$ cat config.mk
export PLATFORM = sky130hd
export DESIGN_NAME = spi_xfer_arb
export DESIGN_NICKNAME = d
export VERILOG_FILES = /design/src/rtl/spi_xfer_arb.sv
export SDC_FILE = /design/constraint.sdc
export NUM_CORES = 1
export LEC_CHECK = 0
export BUFFER_PORTS_ARGS = -buffer_cell sky130_fd_sc_hd__buf_2
export CAP_MARGIN = 20
export CORE_AREA = 2 2 105 107
export CTS_BUF_LIST = sky130_fd_sc_hd__clkbuf_2 sky130_fd_sc_hd__clkbuf_4 sky130_fd_sc_hd__clkbuf_8
export DETAILED_ROUTE_END_ITERATION = 16
export DIE_AREA = 0 0 107 109
export HOLD_SLACK_MARGIN = 0.08
export PLACE_DENSITY = 0.64
export SYNTH_ARGS = -nofsm -noshare
export SYNTH_HDL_FRONTEND = slang
export SYNTH_SLANG_ARGS = --single-unit
$ cat constraint.sdc
create_clock -name clk_i -period 1.7 [get_ports clk_i]
set_clock_uncertainty 0.05 [all_clocks]
set_input_delay 0.34 -clock clk_i [delete_from_list [all_inputs] [get_ports clk_i]]
set_output_delay 0.34 -clock clk_i [all_outputs]
set_load 0.02 [all_outputs]
$ cat src/rtl/spi_xfer_arb.sv
// spi_xfer_arb: round-robin sequencer/arbiter in front of the SPI transfer core.
// It grants one requester at a time, latches that requester's descriptor onto
// the core config outputs, pulses the length load, holds start for the whole
// transfer and routes the tx/rx word streams. The core is released only after
// it reports last and drops busy.
// Optional build macro SPI_XFER_ARB_TIMEOUT_EN adds an inactivity watchdog
// that forces completion; without it timeout_o is tied low.
module spi_xfer_arb #(
  parameter int NUM_REQ     = 2,
  parameter int DATA_WIDTH  = 32,
  parameter int TRL_WIDTH   = 8,
  parameter int CAL_WIDTH   = 8,
  parameter int TIMEOUT_CYC = 65535
) (
  input  logic                                        clk_i,
  input  logic                                        rst_n_i,
  input  logic [NUM_REQ-1:0]                          req_valid_i,
  output logic [NUM_REQ-1:0]                          req_ready_o,
  input  logic [NUM_REQ*(11+CAL_WIDTH+TRL_WIDTH)-1:0] req_desc_i,
  input  logic [NUM_REQ-1:0]                          req_tx_valid_i,
  output logic [NUM_REQ-1:0]                          req_tx_ready_o,
  input  logic [NUM_REQ*DATA_WIDTH-1:0]               req_tx_data_i,
  output logic [NUM_REQ-1:0]                          req_rx_valid_o,
  input  logic [NUM_REQ-1:0]                          req_rx_ready_i,
  output logic [DATA_WIDTH-1:0]                       req_rx_data_o,
  output logic [NUM_REQ-1:0]                          req_done_o,
  output logic [NUM_REQ-1:0]                          grant_o,
  output logic                                        rx_drop_o,
  output logic                                        timeout_o,
  output logic                                        core_st_o,
  output logic                                        core_trl_valid_o,
  output logic [TRL_WIDTH-1:0]                        core_trl_o,
  output logic                                        core_rwm_o,
  output logic [1:0]                                  core_spm_o,
  output logic [3:0]                                  core_snm_o,
  output logic [1:0]                                  core_tdtb_o,
  output logic [1:0]                                  core_rdtb_o,
  output logic [CAL_WIDTH-1:0]                        core_cal_o,
  input  logic                                        core_busy_i,
  input  logic                                        core_last_i,
  output logic                                        core_tx_valid_o,
  input  logic                                        core_tx_ready_i,
  output logic [DATA_WIDTH-1:0]                       core_tx_data_o,
  input  logic                                        core_rx_valid_i,
  output logic                                        core_rx_ready_o,
  input  logic [DATA_WIDTH-1:0]                       core_rx_data_i
);

  localparam int DW    = 11 + CAL_WIDTH + TRL_WIDTH;
  localparam int OFS   = TRL_WIDTH + CAL_WIDTH;
  localparam int IDX_W = (NUM_REQ > 1) ? $clog2(NUM_REQ) : 1;

  typedef enum logic [2:0] {
    S_IDLE, S_LOAD, S_START, S_RUN, S_DRAIN, S_DONE
  } state_t;

  state_t           state_q, state_d;
  logic [IDX_W-1:0] rr_q, rr_d;
  logic [IDX_W-1:0] owner_q, owner_d;
  logic [DW-1:0]    desc_q, desc_d;
  logic             drain_q, drain_d;

  logic [2*NUM_REQ-1:0] rot_vld;
  logic [IDX_W-1:0]     pick;
  logic                 pick_vld;
  logic [IDX_W:0]       pick_sum;
  logic [IDX_W:0]       own_inc;
  logic [IDX_W-1:0]     rr_next;
  logic [DW-1:0]        desc_sel;

  logic tmo_hit;
  logic tmo_q;

  // Rotate requests so bit 0 is the requester the RR pointer currently favours.
  assign rot_vld = {req_valid_i, req_valid_i} >> rr_q;

  // First requesting index at or after the RR pointer, wrapping.
  always_comb begin
    pick     = '0;
    pick_vld = 1'b0;
    pick_sum = '0;
    for (int i = NUM_REQ - 1; i >= 0; i--) begin
      if (rot_vld[i]) begin
        pick_vld = 1'b1;
        pick_sum = {1'b0, rr_q} + (IDX_W+1)'(i);
        if (pick_sum >= (IDX_W+1)'(NUM_REQ)) begin
          pick = IDX_W'(pick_sum - (IDX_W+1)'(NUM_REQ));
        end else begin
          pick = IDX_W'(pick_sum);
        end
      end
    end
  end

  // Descriptor of the requester about to be granted.
  always_comb begin
    desc_sel = '0;
    for (int i = 0; i < NUM_REQ; i++) begin
      if (pick == IDX_W'(i)) desc_sel = req_desc_i[i*DW +: DW];
    end
  end

  // Pointer moves to the requester after the one just served.
  always_comb begin
    own_inc = {1'b0, owner_q} + (IDX_W+1)'(1);
    rr_next = (own_inc >= (IDX_W+1)'(NUM_REQ)) ? '0 : IDX_W'(own_inc);
  end

  // State and latched-descriptor registers.
  always_ff @(posedge clk_i) begin
    if (!rst_n_i) begin
      state_q <= S_IDLE;
      rr_q    <= '0;
      owner_q <= '0;
      desc_q  <= '0;
      drain_q <= 1'b0;
    end else begin
      state_q <= state_d;
      rr_q    <= rr_d;
      owner_q <= owner_d;
      desc_q  <= desc_d;
      drain_q <= drain_d;
    end
  end

  // Next-state logic; drain_q marks that DRAIN has already lasted one cycle.
  always_comb begin
    state_d = state_q;
    rr_d    = rr_q;
    owner_d = owner_q;
    desc_d  = desc_q;
    drain_d = (state_q == S_DRAIN);
    case (state_q)
      S_IDLE: begin
        if (pick_vld) begin
          owner_d = pick;
          desc_d  = desc_sel;
          state_d = S_LOAD;
        end
      end
      S_LOAD:  state_d = S_START;
      S_START: state_d = core_last_i ? S_DRAIN : S_RUN;
      S_RUN: begin
        if (core_last_i || tmo_hit) state_d = S_DRAIN;
      end
      S_DRAIN: begin
        if (drain_q && (!core_busy_i || tmo_q || tmo_hit)) state_d = S_DONE;
      end
      S_DONE: begin
        rr_d    = rr_next;
        state_d = S_IDLE;
      end
      default: state_d = S_IDLE;
    endcase
  end

  // Outputs decoded from state and owner; rx stays routed through DRAIN.
  always_comb begin
    req_ready_o      = '0;
    grant_o          = '0;
    req_done_o       = '0;
    req_tx_ready_o   = '0;
    req_rx_valid_o   = '0;
    req_rx_data_o    = '0;
    rx_drop_o        = 1'b0;
    timeout_o        = 1'b0;
    core_st_o        = (state_q == S_START) || (state_q == S_RUN);
    core_trl_valid_o = (state_q == S_LOAD);
    core_trl_o       = (state_q == S_LOAD) ? desc_q[TRL_WIDTH-1:0] : '0;
    core_tx_valid_o  = 1'b0;
    core_tx_data_o   = '0;
    core_rx_ready_o  = 1'b0;
    for (int i = 0; i < NUM_REQ; i++) begin
      if (state_q == S_IDLE && rst_n_i && pick_vld && pick == IDX_W'(i)) begin
        req_ready_o[i] = 1'b1;
      end
      if (owner_q == IDX_W'(i)) begin
        if (state_q inside {S_LOAD, S_START, S_RUN, S_DRAIN}) grant_o[i] = 1'b1;
        if (state_q == S_RUN) begin
          core_tx_valid_o   = req_tx_valid_i[i];
          core_tx_data_o    = req_tx_data_i[i*DATA_WIDTH +: DATA_WIDTH];
          req_tx_ready_o[i] = core_tx_ready_i;
        end
        if (state_q == S_RUN || state_q == S_DRAIN) begin
          req_rx_valid_o[i] = core_rx_valid_i;
          core_rx_ready_o   = req_rx_ready_i[i];
          req_rx_data_o     = core_rx_data_i;
          rx_drop_o         = core_rx_valid_i && !req_rx_ready_i[i];
        end
        if (state_q == S_DONE) begin
          req_done_o[i] = 1'b1;
          timeout_o     = tmo_q;
        end
      end
    end
  end

  assign core_rwm_o  = desc_q[OFS+10];
  assign core_spm_o  = desc_q[OFS+8 +: 2];
  assign core_snm_o  = desc_q[OFS+4 +: 4];
  assign core_tdtb_o = desc_q[OFS+2 +: 2];
  assign core_rdtb_o = desc_q[OFS +: 2];
  assign core_cal_o  = desc_q[TRL_WIDTH +: CAL_WIDTH];

`ifdef SPI_XFER_ARB_TIMEOUT_EN
  localparam logic [15:0] TMO_LIM = 16'(TIMEOUT_CYC);

  logic [15:0] tmo_cnt_q, tmo_cnt_d;
  logic        tmo_flag_d;
  logic        xfer_hs;

  assign xfer_hs = (core_tx_valid_o && core_tx_ready_i) ||
                   (core_rx_valid_i && core_rx_ready_o);
  assign tmo_hit = ((state_q == S_RUN) || (state_q == S_DRAIN)) &&
                   (tmo_cnt_q >= TMO_LIM);

  // Inactivity counter: restarts on RUN entry and on any word handshake.
  always_comb begin
    tmo_cnt_d  = tmo_cnt_q;
    tmo_flag_d = tmo_q;
    if ((state_q != S_RUN && state_d == S_RUN) || xfer_hs) begin
      tmo_cnt_d = '0;
    end else if ((state_q == S_RUN || state_q == S_DRAIN) && tmo_cnt_q < TMO_LIM) begin
      tmo_cnt_d = tmo_cnt_q + 16'd1;
    end
    if (state_q == S_IDLE) begin
      tmo_flag_d = 1'b0;
    end else if (tmo_hit) begin
      tmo_flag_d = 1'b1;
    end
  end

  // Watchdog registers.
  always_ff @(posedge clk_i) begin
    if (!rst_n_i) begin
      tmo_cnt_q <= '0;
      tmo_q     <= 1'b0;
    end else begin
      tmo_cnt_q <= tmo_cnt_d;
      tmo_q     <= tmo_flag_d;
    end
  end
`else
  logic unused_tmo_cfg;

  assign tmo_hit        = 1'b0;
  assign tmo_q          = 1'b0;
  assign unused_tmo_cfg = |TIMEOUT_CYC;
`endif

endmodule

==> impl_metrics.csv, run 1 <==
group,metric,value,unit
hold_path,hold_path_class,"input port to flip-flop",
critical_path,crit_type,"flip-flop to output port",
logic_synthesis,yosysTopAreaCell,"dfxtp_1",
critical_path,r2r_end,"desc_q[24]",
critical_path,critPathLaunchType,"flip-flop",
sta,hold_viol_final,0,
sta,grt_setup_unrepaired,"yes",
die,die_w,107,µm
drt,wl_per_cell,14.8,µm
logic_synthesis,seq_area_frac_synth,27.0,%
die,die_y,109,µm
place,place_congestion,0.823,
cells_and_area,final_common_cell,"buf_2",
critical_path,worstSetupEndpoint,"req_ready_o[0]",
die,core,10600,µm²
job,maxCapViolCount,0,
sta,min_period,1860,ps
logic_synthesis,ys_types,32,
critical_path,path_max_fanout,5,
logic_synthesis,syn_inst,306,
sta,post-route-period-util,109,%
sta,final-setup-viol-count,83,
clock_network,cts-htree-levels,2,
outcome,failed_checks,"negative setup slack",
power,pwr-share-seq,28.3,%
sta,drv_slew,0,
place,place_inst,692,
critical_path,worstSetupStartpoint,"state_q[1]",
cells_and_area,fill_cells,1077,
place,place_area,3960,µm²
logic_synthesis,netlist_top_cells_area,"dfxtp_1, mux2i_1, and2_1, nor2_1, buf_4",
power,power_density,724,nW/µm²
global_routing,grt_use_total,15.9,%
cells_and_area,nNetsFinal,731,
clock_network,cts_hold_buffers,0,
cells_and_area,regArea,673,µm²
power,internal_power,2.16,mW
logic_synthesis,ys_warn_count,0,
global_routing,antenna_found_initial,1,
cells_and_area,final_area,4800,µm²
clock_network,cts_sinks,33,
clock_network,cts_buffers,5,
die,placementRows,38,
critical_path,cp.arrival,1470,ps
power,power_frac_clock,16.8,%
die,initial_core_util,23.1,%
cells_and_area,layout_common_cells,"buf_2, mux2i_1, buf_6",
power,ir_drop,0.315,mV
sta,layout_setup_ws,-161,ps
global_routing,grt_pass1_wl,14700,µm
clock_network,tritoncts,"yes",
drt,vias,3140,
drt,vias_per_cell,4.42,
power,switchingPower,1.31,mW
drt,ant_nets,0,
place,dp_hpwl,7590,µm
clock_network,worstSkewPairLatency,270,ps
logic_synthesis,syn_avg_cell_area,8.00,µm²
cells_and_area,final_cells,710,
critical_path,required,1310,ps
drt,drt_iter0_markers,102,
die,die_area,11700,µm²
critical_path,r2r_start,"state_q[1]",
cells_and_area,syn_to_final_growth,95.9,%
drt,drt_pre_antenna_iters,4,
cells_and_area,n_antenna_cell,0,
drt,routed_wl,10500,µm
logic_synthesis,netlist_area,2450,µm²
die,io_pins,269,
global_routing,grt_max_degree,36,
critical_path,r2r_slack,70,ps
cells_and_area,final_layout_size_suffix_gt1_share,66.7,%
power,p_sw_share,37.7,%
critical_path,worstRegToRegCells,6,
outcome,status,"complete, but fails checks",
cells_and_area,utilization,45.2,%
drt,drt_drc_violations_left,0,
logic_synthesis,synth_top_area_share,27.0,%
clock_network,cts_root_buffer,"clkbuf_8",
sta,fmax,537,MHz
place,portBuffers,267,
global_routing,grt-ovfl-total,0,
logic_synthesis,syn_nets,468,
critical_path,end_kind,"output port",
logic_synthesis,synth_seq_cells,33,
cells_and_area,multi_input_area,1720,µm²
power,power.leakage,2.49,nW
global_routing,grt_pass1_vias,3012,
clock_network,clk_pin_slew_worst_paths,70,ps
power,share_comb_of_total_power,54.9,%
clock_network,ctsLongestPathBuffers,2,
cell type report:
type / instances / share of cell area [%]
clock buffer: 6 / 1.59
inverter: 5 / 0.391
clock inverter: 2 / 0.209
multi-input combinational: 228 / 35.8
timing repair buffer: 296 / 44.3
tap: 140 / 3.65
sequential: 33 / 14.0
critical path, stage by stage, from the launching register on:
cell and delay [ps]:
dfxtp_4 360, or3_4 420, nor2_4 110, and3_4 190
buf_6 110
per-layer routing:
| metal | wire length, µm | part of all wire, % | global-route usage (%) | vias up |
|---|---|---|---|---|
| li1 | - | - | - | 1525 |
| met2 | 5660 | 54 | 30.4 | 127 |
| met3 | 637 | 6.1 | 3.59 | 12 |
| met1 | 4040 | 38 | 17.3 | 1474 |
| met5 | 19 | 0.18 | 0 | - |
| met4 | 161 | 1.5 | 4.92 | 2 |
cells by family after synthesis:
family | after synthesis | share of synthesized area [%]
AO/OA/AOI/OAI | 37 | 9.30
buffers and inverters | 45 | 12.3
flip-flops | 33 | 27.0
multiplexers | 61 | 24.9
other | 1 | 0.153
AND/OR/NAND/NOR | 129 | 26.3
timing repair:
item / 4_1_cts / 5_1_grt
resized for setup: 143 / 70
setup endpoints to repair: 85 / 87
setup buffers: 5 / 1
pin swaps: 9 / 28
cloned: 2 / 3
state kept, by name (all words and copies together), names as in the netlist:
register and count:
desc_q 27, owner_q 1, rr_q 1, drain_q 1
state_q 3
cells in the mapped netlist:
cell and count:
or3_4 1, nand2_2 3, and2_1 40, conb_1 1, buf_4 19, buf_12 1, inv_1 5, nor3_1 2
nor2b_1 1, buf_1 3, o21ai_1 12, o21ai_2 9, buf_2 6, dfxtp_1 33, nand2_1 30, o21a_1 1
buf_8 1, nand3_1 1, nor2_4 1, and3_1 7, a2111oi_0 1, a21oi_1 3, mux2i_1 61, o21ai_0 10
nor3b_1 2, nor2_1 39, clkbuf_2 3, a22oi_1 1, buf_6 3, nor2_2 1, nand3b_1 1, clkbuf_1 4
how the worst min path moves through the flow:
stage / startpoint / endpoint / slack [ps] / cells past startpoint
after floorplan: desc_q[0] / desc_q[0] / 370 / 2
after global placement: desc_q[3] / desc_q[3] / 380 / 2
after detailed placement: desc_q[7] / desc_q[7] / 380 / 2
after CTS: core_last_i / state_q[1] / 250 / 2
after global routing: core_last_i / state_q[1] / 260 / 2
final: core_last_i / state_q[1] / 250 / 2
stage by stage:
stage                     setup TNS, ps  worst slack, ps  power (mW)  hold WS, ps
final                             -7960             -161        3.47          253
after global routing             -13540             -227        3.70          262
after CTS                         -8100             -158        3.33          246
after detailed placement          -4.99            -4.99        2.47          384
after global placement                0             71.3        2.44          378
after floorplan                   -1060            -35.3        1.99          367
power by group through the flow:
stage | clock network, mW | logic (mW) | registers, mW
final | 0.585 | 1.91 | 0.983
after global routing | 0.662 | 2.04 | 1.00
after CTS | 0.621 | 1.72 | 0.982
after detailed placement | 0 | 1.47 | 0.996
after global placement | 0 | 1.45 | 0.991
after floorplan | 0 | 1.01 | 0.979
No activity file was read; power rests on OpenSTA's default activity.
==> run 2: changes to the inputs <==
--- a/config.mk
+++ b/config.mk
@@ -12,7 +12,6 @@
 export DETAILED_ROUTE_END_ITERATION = 16
 export DIE_AREA = 0 0 107 109
 export HOLD_SLACK_MARGIN = 0.08
-export PLACE_DENSITY = 0.64
 export SYNTH_ARGS = -nofsm -noshare
 export SYNTH_HDL_FRONTEND = slang
 export SYNTH_SLANG_ARGS = --single-unit
==> constraint.sdc (replaced) <==
create_clock -name clk_i -period 2.2 [get_ports clk_i]
set_clock_uncertainty 0.05 [all_clocks]
set_input_delay 0.44 -clock clk_i [delete_from_list [all_inputs] [get_ports clk_i]]
set_output_delay 0.44 -clock clk_i [all_outputs]
set_load 0.02 [all_outputs]
==> run 2 against run 1 <==
Against the previous run:
- the run now ends clean
- total power is 34% lower
- via count decreased by 7.1%
- first-iteration DRC count rose by 13%
- final area decreased by 19%
- sequential power is 22% lower
- cell count shrank 2.4%
- largest cell class is now multi-input gates
==> impl_metrics.csv, run 2 (same netlist as run 1, synthesis figures left out) <==
group,metric,value,unit
outcome,status,"finished, final reports clean",
clock_network,cts_root_buffer,"clkbuf_8",
power,share_comb_of_total_power,46.5,%
clock_network,ctsLongestPathBuffers,2,
job,maxCapViolCount,0,
power,pwr-share-seq,33.5,%
global_routing,grt_pass1_wl,13600,µm
die,die_y,109,µm
sta,fmax,487,MHz
drt,drt_pre_antenna_iters,4,
critical_path,worstRegToRegCells,5,
global_routing,antenna_found_initial,2,
critical_path,end_kind,"output port",
clock_network,tritoncts,"yes",
place,portBuffers,267,
drt,drt_drc_violations_left,0,
cells_and_area,layout_common_cells,"buf_2, mux2i_1, and2_1",
hold_path,hold_end,"desc_q[8]",
cells_and_area,largest-register,"desc_q",
clock_network,clk_pin_slew_worst_paths,70,ps
hold_path,hold_path_class,"input port to flip-flop",
clock_network,cts_hold_buffers,0,
place,place_inst,683,
sta,layout_setup_ws,148,ps
drt,vias_per_cell,4.21,
critical_path,r2r_slack,620,ps
cells_and_area,largest_reg_flops,27,
die,die_area,11700,µm²
drt,wl_per_cell,14.1,µm
drt,vias,2918,
sta,grt_setup_unrepaired,"no",
hold_path,hold_depth,3,
power,ir_drop,0.252,mV
place,dp_hpwl,8320,µm
cells_and_area,fill_cells,1152,
drt,ant_nets,0,
power,power_frac_clock,20.0,%
sta,tns,0,ps
clock_network,cts_sinks,33,
power,switchingPower,930,µW
critical_path,r2r_end,"desc_q[6]",
die,io_pins,269,
power,power_density,586,nW/µm²
die,die_w,107,µm
clock_network,worstSkewPairLatency,280,ps
clock_network,postCtsSetupRepairBufs,0,
clock_network,cts_buffers,5,
critical_path,cp.arrival,1560,ps
global_routing,grt_max_degree,36,
place,place_congestion,0.940,
sta,final-setup-viol-count,0,
cells_and_area,reg_top3,"desc_q x27, state_q x3",
critical_path,crit_type,"flip-flop to output port",
sta,hold_viol_final,0,
power,power.leakage,2.24,nW
global_routing,grt_pass1_vias,2675,
critical_path,required,1710,ps
drt,drt_iter0_markers,115,
place,post-place-ws,209,ps
die,initial_core_util,23.1,%
cells_and_area,final_layout_size_suffix_gt1_share,55.5,%
global_routing,grt_use_total,15.0,%
critical_path,r2r_start,"state_q[2]",
cells_and_area,nNetsFinal,712,
critical_path,path_max_fanout,15,
cells_and_area,final_common_cell,"buf_2",
sta,drv_slew,0,
drt,routed_wl,9740,µm
die,placementRows,38,
power,internal_power,1.35,mW
die,core,10600,µm²
hold_path,min-delay-start,"req_desc_i[35]",
cells_and_area,syn_to_final_growth,58.7,%
power,p_sw_share,40.8,%
global_routing,grt-ovfl-total,0,
sta,min_period,2050,ps
critical_path,critPathLaunchType,"flip-flop",
cells_and_area,final_cells,693,
sta,post-route-period-util,93.3,%
clock_network,cts-htree-levels,2,
==> run 2: cell types whose count changed in the layout (fill, tap and decap cells not counted), sizes merged <==
cell      change
diode         +2
clkbuf        -4
clkinvlp      +1
buf          -16
==> run 2: worst max-delay path by stage <==
| stage | startpoint | endpoint | slack, ps | cells after the start |
|---|---|---|---|---|
| final | owner_q | core_tx_data_o[25] | 150 | 4 |
| after global routing | owner_q | core_tx_data_o[30] | 40 | 4 |
| after CTS | state_q[0] | rx_drop_o | 10 | 5 |
| after detailed placement | state_q[0] | rx_drop_o | 210 | 5 |
| after global placement | state_q[0] | rx_drop_o | 350 | 5 |
| after floorplan | state_q[0] | core_trl_o[0] | 150 | 2 |
==> run 2: area by class of cell <==
class | instances | area [µm²] | share of cell area, %
Timing Repair Buffer | 277 | 1420 | 36.4
Inverter | 5 | 18.8 | 0.483
Clock buffer | 5 | 68.8 | 1.77
Multi-Input combinational cell | 228 | 1520 | 39.1
Antenna cell | 2 | 5.00 | 0.129
Clock inverter | 3 | 17.5 | 0.451
Sequential cell | 33 | 666 | 17.1
Tap cell | 140 | 175 | 4.51
==> run 2: what timing repair did <==
| action | 4_1_cts | 5_1_grt |
|---|---|---|
| pin swaps | 0 | 0 |
| gates resized for setup | 2 | 6 |
| setup endpoints to repair | 37 | 61 |
==> run 2: worst max-delay path, cell delays in order, from the launching register on <==
cell	delay (ps)
dfxtp_4	490
buf_4	300
mux2i_1	260
nor2_1	70
buf_2	160
==> run 2: power by group through the flow <==
| stage | clock network [mW] | logic [mW] | registers (mW) |
|---|---|---|---|
| after CTS | 0.490 | 1.06 | 0.761 |
| after global routing | 0.502 | 1.15 | 0.778 |
| after detailed placement | 0 | 1.06 | 0.773 |
| after global placement | 0 | 1.05 | 0.771 |
| after floorplan | 0 | 0.760 | 0.756 |
| final | 0.456 | 1.06 | 0.764 |
==> run 2: metrics by stage <==
stage	utilization [%]	instance area (µm²)	hold WS, ps	power (mW)
4_1_cts	36.4	3860	349	2.32
3_3_place_gp	35.5	3760	378	1.82
2_1_floorplan	-	2450	367	1.52
6_report	36.6	3880	363	2.28
3_5_place_dp	35.5	3760	385	1.84
5_1_grt	36.6	3880	357	2.43
==> run 2: layer usage <==
metal / up-vias / GRT usage [%] / part of all wire (%)
li1: 1484 / - / -
met1: 1287 / 18.1 / 42
met5: - / 0 / 0
met3: 9 / 2.93 / 6.9
met2: 138 / 26.8 / 50
met4: 0 / 4.82 / 1.2
==> run 3: changes to the inputs <==
==> constraint.sdc (replaced) <==
create_clock -name clk_i -period 2.2 [get_ports clk_i]
set_clock_uncertainty 0.05 [all_clocks]
set_input_delay 0.33 -clock clk_i [delete_from_list [all_inputs] [get_ports clk_i]]
set_output_delay 0.33 -clock clk_i [all_outputs]
set_load 0.02 [all_outputs]
==> run 3 against run 2 <==
Against the previous run:
- clock power is 4% higher
- via count up 2.4%
- highest routed layer unchanged
- critical endpoint is now rx_drop_o
- die area stayed put
- hold slack got worse by 130 ps
==> impl_metrics.csv, run 3 (same netlist as run 1, synthesis figures left out) <==
group,metric,value,unit
cells_and_area,multi_input_area,1510,µm²
die,initial_core_util,23.1,%
place,place_inst,683,
place,dp_hpwl,8430,µm
sta,tns,0,ps
die,die_area,11700,µm²
clock_network,cts_buffers,5,
clock_network,cts_sinks,33,
global_routing,antenna_found_initial,1,
global_routing,grt_use_total,15.6,%
clock_network,clk_pin_slew_worst_paths,70,ps
sta,post-route-period-util,92.4,%
clock_network,worstSkewPairLatency,270,ps
cells_and_area,syn_to_final_growth,58.8,%
die,die_w,107,µm
cells_and_area,layout_common_cells,"buf_2, mux2i_1, and2_1",
drt,wl_per_cell,14.2,µm
sta,fmax,492,MHz
drt,drt_drc_violations_left,0,
power,p_sw_share,39.3,%
power,internal_power,1.39,mW
sta,layout_setup_ws,166,ps
critical_path,cp.arrival,1650,ps
die,placementRows,38,
hold_path,hold_path_class,"input port to flip-flop",
cells_and_area,largest_reg_flops,27,
drt,vias_per_cell,4.33,
die,io_pins,269,
drt,vias,2989,
clock_network,cts-htree-levels,2,
job,maxCapViolCount,0,
critical_path,required,1820,ps
cells_and_area,largest-register,"desc_q",
global_routing,grt-ovfl-total,0,
critical_path,critPathLaunchType,"flip-flop",
critical_path,path_max_fanout,35,
drt,ant_nets,0,
cells_and_area,reg_top3,"desc_q x27, state_q x3",
cells_and_area,final_cells,691,
power,power_density,591,nW/µm²
global_routing,grt_max_degree,36,
sta,hold_viol_final,0,
clock_network,tritoncts,"yes",
cells_and_area,fill_cells,1121,
critical_path,crit_type,"flip-flop to output port",
power,power_frac_clock,20.6,%
global_routing,grt_pass1_vias,2903,
die,die_y,109,µm
critical_path,end_kind,"output port",
sta,drv_slew,0,
clock_network,cts_root_buffer,"clkbuf_8",
drt,drt_iter0_markers,131,
place,place_congestion,0.807,
sta,min_period,2030,ps
power,power.leakage,2.24,nW
global_routing,grt_pass1_wl,14400,µm
power,switchingPower,904,µW
drt,drt_pre_antenna_iters,4,
power,share_comb_of_total_power,46.4,%
place,portBuffers,267,
sta,grt_setup_unrepaired,"no",
clock_network,ctsLongestPathBuffers,2,
cells_and_area,regArea,662,µm²
cells_and_area,final_layout_size_suffix_gt1_share,54.7,%
outcome,status,"finished, final reports clean",
die,core,10600,µm²
power,ir_drop,0.255,mV
drt,routed_wl,9800,µm
cells_and_area,utilization,36.7,%
place,post-place-ws,319,ps
sta,final-setup-viol-count,0,
cells_and_area,final_common_cell,"buf_2",
power,pwr-share-seq,32.9,%
cells_and_area,nNetsFinal,712,
==> run 3: cell types whose count changed in the layout (fill, tap and decap cells not counted), sizes merged <==
cell	delta
clkbuf	+2
diode	-1
clkinvlp	-1
clkinv	-2
==> run 3: worst max-delay path, cell delays in order, from the launching register on <==
cell and delay, ps:
dfxtp_1 370, nor2_1 220, nand2_1 220, nand2_8 200, and3_1 180, buf_2 170
==> run 3: stage by stage <==
step / power, mW / hold WS, ps / cell area [µm²]
CTS: 2.33 / 229 / 3870
finish: 2.30 / 237 / 3890
global route: 2.46 / 234 / 3890
floorplan: 1.52 / 367 / 2450
detailed placement: 1.85 / 387 / 3780
global placement: 1.82 / 379 / 3780
==> run 3: timing repair <==
action | CTS | global route
buffers inserted | 0 | 0
hold buffers | 0 | 0
endpoints found under the setup margin | 0 | 35
resized for setup | 0 | 3
==> run 3: power groups by stage <==
stage	registers (mW)	clock network (mW)	logic [mW]
after detailed placement	0.771	0	1.07
after global placement	0.768	0	1.06
after global routing	0.771	0.520	1.17
after CTS	0.759	0.500	1.08
final	0.757	0.474	1.07
after floorplan	0.756	0	0.760
==> run 3: area by class of cell <==
| cell class | instances | area share [%] |
|---|---|---|
| Clock buffer | 7 | 2.32 |
| Timing Repair Buffer | 277 | 36.7 |
| Multi-Input combinational cell | 228 | 38.9 |
| Antenna cell | 1 | 0.0644 |
| Sequential cell | 33 | 17.0 |
| Inverter | 5 | 0.483 |
| Tap cell | 140 | 4.51 |
==> run 3: worst paths after layout <==
check                                   to  slack, ps  depth (start not counted)        start
worst min register to register  desc_q[18]        390                          2   desc_q[18]
worst max-delay path             rx_drop_o        170                          5   state_q[0]
worst min-delay path            state_q[1]        240                          2  core_last_i
worst max register to register   desc_q[3]        590                          5   state_q[0]
==> run 3: per-layer routing <==
metal / track usage, % / wire, µm / vias up
met3: 3.83 / 754 / 10
met4: 4.45 / 161 / 0
met1: 18.2 / 4010 / 1350
met2: 28.3 / 4860 / 141
li1: - / - / 1488
met5: 0 / 0 / -
